`src/rtl/hazard_ctrl.sv`:
```
// Pipeline hazard/stall controller: load-use detection, multi-cycle EX sequencing,
// memory-wait arbitration, IF/ID flush and a saturating stall-cycle counter.
module hazard_ctrl #(
  parameter int unsigned MC_CNT_W   = 4,
  parameter int unsigned PERF_W     = 32,
  parameter int unsigned REG_ADDR_W = 5
) (
  input  logic                  clk,
  input  logic                  rst,
  input  logic [REG_ADDR_W-1:0] id_reg1addr,
  input  logic                  id_reg1en,
  input  logic [REG_ADDR_W-1:0] id_reg2addr,
  input  logic                  id_reg2en,
  input  logic [REG_ADDR_W-1:0] ex_rd,
  input  logic                  ex_regwe,
  input  logic                  ex_isload,
  input  logic                  ex_mc_start,
  input  logic [MC_CNT_W-1:0]   ex_mc_cycles,
  input  logic                  mem_stallreq,
  input  logic                  branch_taken,
  output logic [5:0]            stall,
  output logic                  flush_ifid,
  output logic                  mc_busy,
  output logic                  mc_done,
  output logic [PERF_W-1:0]     stall_cycles
);

  localparam logic [0:0] S_IDLE = 1'b0;
  localparam logic [0:0] S_BUSY = 1'b1;

  localparam logic [5:0] STALL_MEM  = 6'b011111;
  localparam logic [5:0] STALL_MC   = 6'b001111;
  localparam logic [5:0] STALL_LU   = 6'b000111;
  localparam logic [5:0] STALL_NONE = 6'b000000;

  logic [0:0]          state_q, state_d;
  logic [MC_CNT_W-1:0] cnt_q, cnt_d;
  logic [PERF_W-1:0]   stall_cycles_q, stall_cycles_d;
  logic                mc_req;
  logic                mc_done_raw;
  logic                lu;
  logic [5:0]          stall_raw;

  // State, countdown and perf counter registers
  always_ff @(posedge clk) begin
    if (rst) begin
      state_q        <= S_IDLE;
      cnt_q          <= '0;
      stall_cycles_q <= '0;
    end else begin
      state_q        <= state_d;
      cnt_q          <= cnt_d;
      stall_cycles_q <= stall_cycles_d;
    end
  end

  // Multi-cycle FSM: cnt holds the remaining stall cycles after the current one
  always_comb begin
    state_d     = state_q;
    cnt_d       = cnt_q;
    mc_req      = 1'b0;
    mc_done_raw = 1'b0;
    case (state_q)
      S_IDLE: begin
        if (ex_mc_start && !mem_stallreq) begin
          if (ex_mc_cycles >= MC_CNT_W'(2)) begin
            mc_req  = 1'b1;
            state_d = S_BUSY;
            cnt_d   = ex_mc_cycles - MC_CNT_W'(2);
          end else begin
            mc_done_raw = 1'b1;
          end
        end
      end
      S_BUSY: begin
        if (cnt_q != '0) begin
          mc_req = 1'b1;
          if (!mem_stallreq) begin
            cnt_d = cnt_q - MC_CNT_W'(1);
          end
        end else begin
          mc_done_raw = 1'b1;
          state_d     = S_IDLE;
        end
      end
      default: begin
        state_d = S_IDLE;
        cnt_d   = '0;
      end
    endcase
  end

  always_comb begin
    lu = ex_isload && ex_regwe && (ex_rd != '0) &&
         ((id_reg1en && (id_reg1addr == ex_rd)) ||
          (id_reg2en && (id_reg2addr == ex_rd)));
  end

  // Stall priority: memory wait > multi-cycle EX > load-use
  always_comb begin
    stall_raw = STALL_NONE;
    if (mem_stallreq) begin
      stall_raw = STALL_MEM;
    end else if (mc_req) begin
      stall_raw = STALL_MC;
    end else if (lu) begin
      stall_raw = STALL_LU;
    end
  end

  always_comb begin
    stall      = rst ? STALL_NONE : stall_raw;
    flush_ifid = !rst && branch_taken && !stall_raw[2];
    mc_done    = !rst && mc_done_raw;
    mc_busy    = !rst && (state_q == S_BUSY);
  end

  // Saturating count of cycles in which the PC is held
  always_comb begin
    stall_cycles_d = stall_cycles_q;
    if (stall[0] && (stall_cycles_q != '1)) begin
      stall_cycles_d = stall_cycles_q + PERF_W'(1);
    end
  end

  assign stall_cycles = stall_cycles_q;

endmodule

```
`config.mk`:
```
export PLATFORM = sky130hd
export DESIGN_NAME = hazard_ctrl
export DESIGN_NICKNAME = d
export VERILOG_FILES = /design/src/rtl/hazard_ctrl.sv
export SDC_FILE = /design/constraint.sdc
export NUM_CORES = 1
export LEC_CHECK = 0
export CAP_MARGIN = 20
export CORE_ASPECT_RATIO = 0.7
export CORE_MARGIN = 2
export CORE_UTILIZATION = 25
export CTS_BUF_LIST = sky130_fd_sc_hd__clkbuf_4 sky130_fd_sc_hd__clkbuf_8
export DETAILED_ROUTE_END_ITERATION = 12
export SETUP_SLACK_MARGIN = 0.15
export SYNTH_ARGS = -nofsm -noshare
export SYNTH_HDL_FRONTEND = slang
export SYNTH_SLANG_ARGS = --single-unit
export TNS_END_PERCENT = 50
```
`constraint.sdc`:
```
create_clock -name clk -period 3 [get_ports clk]
set_input_delay 0.6 -clock clk [delete_from_list [all_inputs] [get_ports clk]]
set_output_delay 0.6 -clock clk [all_outputs]
set_load 0.02 [all_outputs]
```
# Word-level counts from Yosys, hierarchy flattened
# Cells that the tools add are included.
[classes] add_sub_neg=3 n_lt_le_gt_ge=1 eq_ne=7 muxes=17 n_bitwise=1 reduce_logical=18
[ops] op="32-bit by 1-bit adder with 32-bit output (second input constant)" n=1
[ops] op="32-bit != test (second input constant)" n=1
[ops] op="4-bit 2-to-1 mux" n=5
[ops] op="1-bit logical AND" n=11
[ops] op="5-bit == test" n=2
[ops] op="4-bit case mux with 2 select lines" n=1
[ops] op="1-bit 2-to-1 mux" n=6
[ops] op="6-bit 2-to-1 mux" n=1
[ops] op="2-bit != test (second input constant)" n=3
[ops] op="5-bit 2-to-1 mux" n=1
[ops] op="5-bit nonzero test" n=1
[ops] op="4-bit by 2-bit greater-or-equal comparator with 1-bit output (second input constant)" n=1
[ops] op="1-bit case mux with 2 select lines" n=2
[ops] op="4-bit AND reduction" n=1
[ops] op="4-bit nonzero test" n=1
[ops] op="4-bit by 1-bit subtractor with 4-bit output (second input constant)" n=1
[ops] op="4-bit by 2-bit subtractor with 4-bit output (second input constant)" n=1
[ops] op="1-bit zero test" n=3
[ops] op="3-bit 2-to-1 mux" n=1
[ops] op="2-bit by 1-bit != test with 1-bit output (second input constant)" n=1
[ops] op="1-bit logical OR" n=1
[ops] op="1-bit NOT" n=1
[word_totals] ff_bits=37 inputBits=28 wordCells=50

# Logic depth before layout (Yosys ltp)
[logic_depth] depth_word=9 ltp_mapped=11 ltp_nobuf=9

# Least setup slack after synthesis
# No wires, ideal clock.
[synth_path] path_kind="register -> output" start="reg cnt_q[0]" end="out stall[1]" arrival_ps=2281 path_slack_ps=119 stages_incl_launch_ff=11 path_cell_list="dfxtp_1 > inv_1 > ha_1 > or3b_2 > a22oi_1 > nand2_1 > a41oi_1 > buf_2 > buf_2 > nor2_1 > buf_4"
[synth_via] elab_chain_cells=6
[synth_lines] element="start, declared" line="37" rtl="logic [MC_CNT_W-1:0] cnt_q, cnt_d;"
[synth_lines] element="start signal, assigned" line="52" rtl="cnt_q <= cnt_d;"
[synth_lines] element="4-bit nonzero test" line="76" rtl="if (cnt_q != '0) begin"
[synth_lines] element="1-bit 2-to-1 mux" line="76"
[synth_lines] element="1-bit case mux with 2 select lines" line="63" rtl="case (state_q)"
[synth_lines] element="4-bit 2-to-1 mux" line="104" rtl="end else if (mc_req) begin"
[synth_lines] element="5-bit 2-to-1 mux" line="102" rtl="if (mem_stallreq) begin"
[synth_lines] element="6-bit 2-to-1 mux" line="112" rtl="stall = rst ? STALL_NONE : stall_raw;"
[synth_lines] element="end, declared" line="21" rtl="output logic [5:0] stall,"
# No other way between the ends.

# Worst setup path in the final report
[layout_path] start="in ex_mc_cycles[2]" end="out flush_ifid"
[layout_via] elab_chain_cells=8
[layout_lines] element="start, declared" line="18" rtl="input logic [MC_CNT_W-1:0] ex_mc_cycles,"
[layout_lines] element="4-bit by 2-bit greater-or-equal comparator with 1-bit output" line="66" rtl="if (ex_mc_cycles >= MC_CNT_W'(2)) begin"
[layout_lines] element="1-bit 2-to-1 mux" line="66"
[layout_lines] element="1-bit 2-to-1 mux" line="65" rtl="if (ex_mc_start && !mem_stallreq) begin"
[layout_lines] element="1-bit case mux with 2 select lines" line="63"
[layout_lines] element="4-bit 2-to-1 mux" line="104"
[layout_lines] element="5-bit 2-to-1 mux" line="102"
[layout_lines] element="1-bit zero test" line="113" rtl="flush_ifid = !rst && branch_taken && !stall_raw[2];"
[layout_lines] element="1-bit logical AND" line="113"
[layout_lines] element="end, declared" line="22" rtl="output logic flush_ifid,"
# No other way between the ends.

==> results.toml <==
[run_status]
outcome = "complete, no violations"

[routing]
via_count = 2083
wl_per_cell_um = 13.1
antenna_left = 0
wl_mm = 5.69
drtIter0Drc = 96
drt-pass1-iter-count = 4
drc = 0
viasPerCell = 4.78

[clock_network]
cts.sink_count = 37
cts_tree = "done"
clock_latency_ns = 0.30
cts_max_level = 2
cts_buffers = 5
clk_pin_slew_ns = 0.07
clock_path_buffers = 2
clockRootBuffer = "clkbuf_8"

[yosys]
synth_warnings = 0
syn_inst = 263
synth-edff-count = 0
synthMuxAreaShare_pct = 0
synth_seq_cells = 37
ys_types = 44
yosys.area.top_type_share_pct = 35.2
syn_nets = 295
synth_commonest_cells = "nor2_1 (42), dfxtp_1 (37), xnor2_1 (37), nand2_1 (25), nor3_1 (20)"
seq_area_frac_synth_pct = 35.2
synthAdderAreaFrac_pct = 2.38
synth_xor_area_share_pct = 15.8
synth_top_area_cell = "dfxtp_1"
synth_ff_type = "dfxtp_1"
syn_area_per_cell_um2 = 8.01
ys_top_cells_by_area = "dfxtp_1 (35%), xnor2_1 (15%), nor2_1 (7.5%)"
syn_area_mm2 = 0.00211
yosys.area_share.simple_pct = 32.8
synthMostInstantiatedCell = "nor2_1"
synth-compound-area-share_pct = 8.31
synth_top_family_by_area = "simple AND/OR/NAND/NOR gates"
async_flop_share_pct = 0

[floorplan]
initial_core_util_pct = 26.3
die_w_um = 114
fp.dieArea_mm2 = 0.00919
ios = 69
die_y_um = 80.8
core_area_mm2 = 0.00801
row_count = 27

[finish]
final_util_pct = 38.2
nets = 366
syn_to_final_growth_pct = 45.1
fillCellCount = 842
antenna_cells = 0
drive_gt1_share_pct = 11.0

[global_route]
grt_pass1_wl_mm = 9.38
grt_start_max_net_pins = 34
gr-max-usage-layer = "met2"
overflow = 0
grt_util_met3_pct = 3.88
antenna_found_initial = 0
gr-usage-met1_pct = 18.3
grt_usage_pct = 12.7
gr-usage-met2_pct = 18.4
grt_pass1_vias = 1920

[timing]
setup_violations = 0
fin_worst_skew_ns = 0.0115
rsz0062_at_grt = "true"
post-route-period-util_pct = 94.7
max_freq_mhz = 352
layout_min_cycle_time_ns = 2.84
finalSetupTns_ns = 0
finalMaxSlewViolations = 0
finalHoldViolCount = 0

[power]
vdd_drop_max_mv = 0.152
power_density_mw_per_mm2 = 380
p_leak_nw = 1.03

[worst_setup_path]
worstSetupPathType = "input port to output port"
cp_max_fo = 3
slowest_stage = "clkdlybuf4s50_1"
worst_path_dominant_cell_family = "simple AND/OR/NAND/NOR gates"
critPathBufInv = 2
end_kind = "output port"
startpoint_type = "input port"
cp.required_ns = 2.40
critPathMaxStageDelay_ns = 0.42
crit_chain = "clkdlybuf4s50_1 -> or3_4 -> a22oi_2 -> nand2_2 -> a41oi_4 -> and3b_1 -> buf_4"
arrival_ns = 2.24

[flow_run]
maxCapViolCount = 0

[place]
gp_congestion = 0.836
portBuffers = 67
dp_hpwl_mm = 4.31

[hold_path]
hp-class = "register to register"
final timing paths:
path,to,depth (start not counted),from,slack [ns]
worst min register to register,cnt_q[1]$_SDFFE_PP0P_,2,cnt_q[1]$_SDFFE_PP0P_,0.50
worst max-delay path,flush_ifid,7,ex_mc_cycles[2],0.16
worst min-delay path,cnt_q[1]$_SDFFE_PP0P_,2,cnt_q[1]$_SDFFE_PP0P_,0.50
worst max register to register,stall_cycles[27]$_SDFFE_PP0P_,11,cnt_q[1]$_SDFFE_PP0P_,0.57
worst reg2reg max path, stage by stage, from the launching register on:
cell,delay (ns)
dfxtp_1,0.33
inv_1,0.08
ha_1,0.13
or3b_4,0.39
a22oi_2,0.23
nand2_2,0.09
a41oi_4,0.25
buf_4,0.17
buf_4,0.28
nor3_1,0.13
xnor2_1,0.18
nor2_1,0.06
routing by layer:
metal  up-vias  share of wire, %
met5         -                 0
met4         0               1.1
li1       1050                 -
met2        53                41
met1       973                52
met3         7               5.9
cells in the final DEF (no fill, tap or decap), types with 2 or more instances in the layout:
| master | n |
|---|---|
| clkdlybuf4s50_1 | 61 |
| nor2_1 | 41 |
| xnor2_1 | 37 |
| dfxtp_1 | 37 |
| nand2_1 | 24 |
| nor3_1 | 19 |
| buf_4 | 14 |
| nand4_1 | 9 |
| a21oi_1 | 8 |
| nand3_1 | 7 |
| o21ai_0 | 7 |
| nor4_1 | 7 |
| inv_1 | 6 |
| clkbuf_8 | 6 |
| ha_1 | 4 |
| and4_1 | 3 |
| a22oi_1 | 3 |
| nor4b_1 | 3 |
| or3_4 | 2 |
| and3_1 | 2 |
| or3_1 | 2 |
| o31ai_1 | 2 |
| or4_1 | 2 |
| buf_2 | 2 |
through the flow:
stage | power [mW] | instance area, um2 | setup WS [ns] | instances | hold slack [ns]
after detailed placement | 0.704 | 2910 | -0.372 | 427 | 0.489
final | 1.16 | 3060 | 0.159 | 436 | 0.498
after CTS | 1.16 | 3010 | 0.0662 | 435 | 0.500
after global routing | 1.21 | 3060 | 0.0588 | 436 | 0.525
after floorplan | 0.618 | 2110 | 0.165 | 263 | 0.463
after global placement | 0.702 | 2910 | -0.316 | 427 | 0.484
cell families after synthesis:
logic type	after synthesis
AO/OA/AOI/OAI	28
XOR/XNOR	38
adder cells (fa/ha/maj)	4
buffers and inverters	21
flip-flops	37
other	1
AND/OR/NAND/NOR	134
flip-flops by register name (all words and copies together), names as in the netlist:
| register | count |
|---|---|
| state_q | 1 |
| stall_cycles | 32 |
| cnt_q | 4 |
where the power goes:
part | internal [mW] | total [mW] | switching [mW]
combinational | 0.0976 | 0.189 | 0.0917
clock | 0.271 | 0.463 | 0.193
sequential | 0.500 | 0.508 | 0.00838
total | 0.868 | 1.16 | 0.293
final cells by class:
cell class                      instances  area [um2]  share of cell area, %
Multi-Input combinational cell        205        1300                   42.6
Timing Repair Buffer                   79         747                   24.4
Sequential cell                        37         741                   24.2
Tap cell                              101         126                   4.13
Clock buffer                            6        82.6                   2.70
Clock inverter                          2        37.5                   1.23
Inverter                                6        22.5                  0.736
what timing repair did:
item / in CTS / in global routing
setup buffers: 0 / 1
hold buffers: 0 / 0
gates resized for setup: 17 / 10
setup endpoints to repair: 5 / 9
Power figures use the tool's default switching activity.
